File: src/rtl/ahb_interconnect.sv
// Single-master AHB-Lite interconnect: address decoder, data-phase response mux
// and a default slave that returns the two-cycle ERROR response for unmapped transfers.
module ahb_interconnect #(
    parameter int unsigned           ADDR_WIDTH   = 32,
    parameter int unsigned           DATA_WIDTH   = 32,
    parameter int unsigned           SLAVES_NUM   = 4,
    parameter logic [ADDR_WIDTH-1:0] BASE_ADDR    = '0,
    parameter int unsigned           REGION_BITS  = 12,
    parameter int unsigned           ERRCNT_WIDTH = 8
) (
    input  logic                             hclk,
    input  logic                             hreset,
    input  logic [ADDR_WIDTH-1:0]            haddr,
    input  logic [1:0]                       htrans,
    output logic                             hready,
    output logic [DATA_WIDTH-1:0]            hrdata,
    output logic                             hresp,
    output logic [SLAVES_NUM-1:0]            s_hsel,
    input  logic [SLAVES_NUM*DATA_WIDTH-1:0] s_hrdata,
    input  logic [SLAVES_NUM-1:0]            s_hreadyout,
    input  logic [SLAVES_NUM-1:0]            s_hresp,
    output logic [ERRCNT_WIDTH-1:0]          err_count
);

    localparam int unsigned IDX_W = (SLAVES_NUM > 1) ? $clog2(SLAVES_NUM) : 1;
    localparam logic [ERRCNT_WIDTH-1:0] ERR_MAX = '1;

    typedef enum logic [1:0] {
        DS_IDLE = 2'd0,
        DS_ERR1 = 2'd1,
        DS_ERR2 = 2'd2
    } ds_state_t;

    typedef struct packed {
        logic             dflt;
        logic [IDX_W-1:0] idx;
    } dsel_t;

    logic [ADDR_WIDTH:0]   off_ext;
    logic [ADDR_WIDTH-1:0] region;
    logic                  mapped;
    logic [IDX_W-1:0]      idx;
    logic                  err_start;
    logic                  unused_trans_low;

    dsel_t     dsel;
    ds_state_t ds_state;
    ds_state_t ds_next;
    logic      ds_ready;
    logic      ds_resp;

    assign unused_trans_low = htrans[0];

    // Address decode; the borrow of the extended subtraction flags haddr below BASE_ADDR
    always_comb begin
        off_ext = {1'b0, haddr} - {1'b0, BASE_ADDR};
        region  = off_ext[ADDR_WIDTH-1:0] >> REGION_BITS;
        mapped  = !off_ext[ADDR_WIDTH] && (region < ADDR_WIDTH'(SLAVES_NUM));
        idx     = IDX_W'(region);
    end

    always_comb begin
        s_hsel = '0;
        for (int unsigned i = 0; i < SLAVES_NUM; i++) begin
            s_hsel[i] = mapped && (region == ADDR_WIDTH'(i));
        end
    end

    assign err_start = !mapped && htrans[1];

    // Data-phase select follows the address phase on every completed transfer
    always_ff @(posedge hclk or posedge hreset) begin
        if (hreset) begin
            dsel <= '{dflt: 1'b1, idx: '0};
        end else if (hready) begin
            dsel <= '{dflt: !mapped, idx: (mapped ? idx : '0)};
        end
    end

    always_ff @(posedge hclk or posedge hreset) begin
        if (hreset) begin
            ds_state <= DS_IDLE;
        end else begin
            ds_state <= ds_next;
        end
    end

    always_comb begin
        ds_next = ds_state;
        case (ds_state)
            DS_IDLE: if (hready && err_start) ds_next = DS_ERR1;
            DS_ERR1: ds_next = DS_ERR2;
            DS_ERR2: ds_next = (hready && err_start) ? DS_ERR1 : DS_IDLE;
            default: ds_next = DS_IDLE;
        endcase
    end

    // Default-slave outputs decode from state alone so hready has no path back into ds_next
    assign ds_ready = (ds_state != DS_ERR1);
    assign ds_resp  = (ds_state == DS_ERR1) || (ds_state == DS_ERR2);

    always_comb begin
        hready = 1'b1;
        hresp  = 1'b0;
        hrdata = '0;
        if (dsel.dflt) begin
            hready = ds_ready;
            hresp  = ds_resp;
        end else begin
            for (int unsigned i = 0; i < SLAVES_NUM; i++) begin
                if (dsel.idx == IDX_W'(i)) begin
                    hready = s_hreadyout[i];
                    hresp  = s_hresp[i];
                    hrdata = s_hrdata[i*DATA_WIDTH +: DATA_WIDTH];
                end
            end
        end
    end

    // Completed ERROR responses, saturating
    always_ff @(posedge hclk or posedge hreset) begin
        if (hreset) begin
            err_count <= '0;
        end else if (hready && hresp && (err_count != ERR_MAX)) begin
            err_count <= err_count + ERRCNT_WIDTH'(1);
        end
    end

endmodule
File: config.mk
export PLATFORM = sky130hd
export DESIGN_NAME = ahb_interconnect
export DESIGN_NICKNAME = d
export VERILOG_FILES = /design/src/rtl/ahb_interconnect.sv
export SDC_FILE = /design/constraint.sdc
export NUM_CORES = 1
export LEC_CHECK = 0
export BUFFER_PORTS_ARGS = -buffer_cell sky130_fd_sc_hd__buf_2
export CORE_AREA = 2 2 83 85
export DETAILED_ROUTE_END_ITERATION = 10
export DIE_AREA = 0 0 85 87
export PLACE_DENSITY = 0.7
export RECOVER_POWER = 50
export SYNTH_ARGS = -nofsm -noshare
export SYNTH_HDL_FRONTEND = slang
export SYNTH_SLANG_ARGS = --single-unit
export TNS_END_PERCENT = 10
File: constraint.sdc
create_clock -name hclk -period 3.1 [get_ports hclk]
set_input_delay 0.775 -clock hclk [delete_from_list [all_inputs] [get_ports hclk]]
set_output_delay 0.775 -clock hclk [all_outputs]
set_load 0.02 [all_outputs]
==> out/qor.csv <==
metric,value,unit
finalMaxSlewViolations,0,
cts-resized-gates,0,
p_total,914.2,µW
die_x,85,µm
die_y,87,µm
clock-sinks,13,
seqPwrFrac,30.9,%
grt_util_all_layers,17.21,%
overflow,0,
netlist_area,1822,µm²
port_buffers,204,
critPathMaxStageDelay,0.53,ns
post_cts_buffers,0,
synthesis.nets,335,
hold_buffers,0,
setup_violations,0,
finalCritPeriodShare,94.33,%
first_pass_iters,4,
timing.setup.tns,0,ns
grt_max_degree,26,
skew,0.003845,ns
peakVddDrop,0.5124,mV
coreArea,6569,µm²
timing.final.hold_violations,0,
seqCellArea,327.8,µm²
cts_buffer_depth,2,
grt_pass1_vias,2084,
grt_pass1_wl,10.20,mm
hold_path_class,reg2reg,
arrival,2.15,ns
relSlewSlack,33.83,%
synth_flop_cell,dfrtp_1,
antenna_found_initial,0,
tightest_slew,0.9866,ns
die-area,7395,µm²
drt-total-wl,6.865,mm
fill_cells,645,
cp-end-kind,output pin,
avgSynthCellArea,11.60,µm²
clk_latency,0.24,ns
crit_path_frequent_cell,buf_2,
hp-start,dsel[2],
clockRootBuffer,clkbuf_8,
rows,30,
synth_seq_area_share,17.93,%
clkSlewWorstSetupHoldPaths,0.05,ns
synth_cells,157,
drive_above_1_share,67.13,%
cp_slowest_cell,or4_1,
clock.fmax,342.0,MHz
r2r_cells,6,
vias_per_cell,4.829,
start_util,27.73,%
path_max_fanout,3,
p_sw_share,41.21,%
ys_top_cells_by_area,"mux4_2 (41%), dfrtp_1 (16%), and2_1 (11%)",
drc,0,
yosys-top-cells-count,"and2_1 (33), mux4_2 (33), dfrtp_1 (12), nand2_1 (8), inv_1 (7)",
diodes,0,
worstSetupPathType,in2out,
power_density,310.8,nW/µm²
cts_buffers,3,
synth_area_leader_cell,mux4_2,
worstPathRequired,2.32,ns
synth_seq_cells,13,
rsz0062_at_grt,false,
power_frac_clock,16.3,%
fin_nets,538,
internal-power,537.4,µW
switchingPower,376.8,µW
period_minus_slack,2.924,ns
drt_iter0_drc,54,
fin_area,2942,µm²
multi_input_area,1388,µm²
vias,2120,
ys_types,36,
yosysTopAreaCellShare,40.80,%
start_kind,input port,
holdWs,0.5019,ns
regToRegStartpoint,dsel[0],
path_cells,"buf_2, or4_1, or3_1, nor3_1, buf_2",
area_growth,61.47,%
io_pins,218,
place.gp.congestion,0.8268,
power_leakage,1.497,nW
routedWlPerCell,15.64,µm
drv_cap,0,
async_flop_share,100.0,%
placed_area,2940,µm²
min_path_cells,2,
h-tree-depth,1,
antenna_left,0,
status,completed,
synth_enable_flop_cells,0,
crit_start,haddr[18],
combPwrFrac,52.7,%
dp_hpwl,6.048,mm
yosys_warnings,0,
tritoncts,done,
-- kinds of logic after synthesis --
logic type	synth area share, %
simple gates	20.33
buf+inv	5.013
xor+xnor	3.365
mux	44.85
flops	17.93
fa+ha+maj	4.121
compound gates	4.396
-- area by class of cell --
type,instances,area share (%)
clock buffer,3,1.404
clock inverter,1,0.1701
inverter,8,1.021
multi-input combinational,124,47.17
sequential,13,11.14
tap,80,3.403
timing repair buffer,210,35.69
-- metal layers --
| layer | part of all wire, % | vias to the layer above | track usage (%) |
|---|---|---|---|
| li1 | - | 1010 | - |
| met1 | 39 | 1002 | 22.70 |
| met2 | 53 | 104 | 31.25 |
| met3 | 6.9 | 4 | 1.896 |
| met4 | 0.34 | 0 | 2.165 |
| met5 | 0 | - | 0 |
-- critical path, delay by kind of cell --
kind                   cells  cell delay, ns
buffers and inverters      2            0.29
and+or+nand+nor            3            1.09
-- stage by stage --
stage | utilization (%) | setup slack, ns | instances
CTS | 45.47 | 0.1816 | 439
global placement | 44.76 | 0.1787 | 435
detailed placement | 44.76 | 0.1888 | 435
finish | 44.78 | 0.1758 | 439
floorplan | - | 0.05182 | 157
global route | 44.78 | 0.08421 | 439
-- worst paths after layout --
kind                       slack (ns)           end
hold / removal                   0.50       dsel[2]
min in group asynchronous        0.54  err_count[6]
hold reg to reg                  0.50       dsel[2]
max in group asynchronous        2.20       dsel[0]
setup / recovery                 0.18     s_hsel[1]
setup reg to reg                 0.41  err_count[4]
-- state kept, by name, summed over array words and instances, names as in the netlist --
register / flops
dsel: 3
err_count: 8
ds_state: 2
-- power by group through the flow --
| stage | registers (mW) | logic, mW | clock network [mW] |
|---|---|---|---|
| final | 0.283 | 0.482 | 0.149 |
| after CTS | 0.281 | 0.517 | 0.153 |
| after global routing | 0.292 | 0.539 | 0.159 |
| after global placement | 0.278 | 0.503 | 0 |
| after floorplan | 0.317 | 0.270 | 0 |
| after detailed placement | 0.283 | 0.514 | 0 |
-- layout by cell type, fill, tap and decap left out, types with 2 or more instances in the layout --
| cell type | Yosys | final |
|---|---|---|
| buf_2 | 3 | 194 |
| nand2_1 | 8 | 8 |
| dfrtp_1 | 12 | 11 |
| buf_4 | 1 | 4 |
| mux2i_1 | 4 | 4 |
| xnor2_1 | 6 | 6 |
| nor4_1 | 3 | 3 |
| nand4_1 | 3 | 3 |
| clkbuf_1 | 4 | 11 |
| and3_1 | 2 | 2 |
| mux4_2 | 33 | 33 |
| and4_1 | 2 | 2 |
| inv_1 | 7 | 7 |
| and2_1 | 33 | 33 |
| nand3_1 | 2 | 2 |
| nor2_1 | 3 | 3 |
| or3_1 | 2 | 2 |
| clkbuf_8 | 0 | 3 |
| ha_1 | 6 | 6 |
| nor3_1 | 3 | 3 |
| o21ai_1 | 2 | 2 |
| mux2_1 | 2 | 2 |
Note: power is estimated with default switching activity, not from simulation.
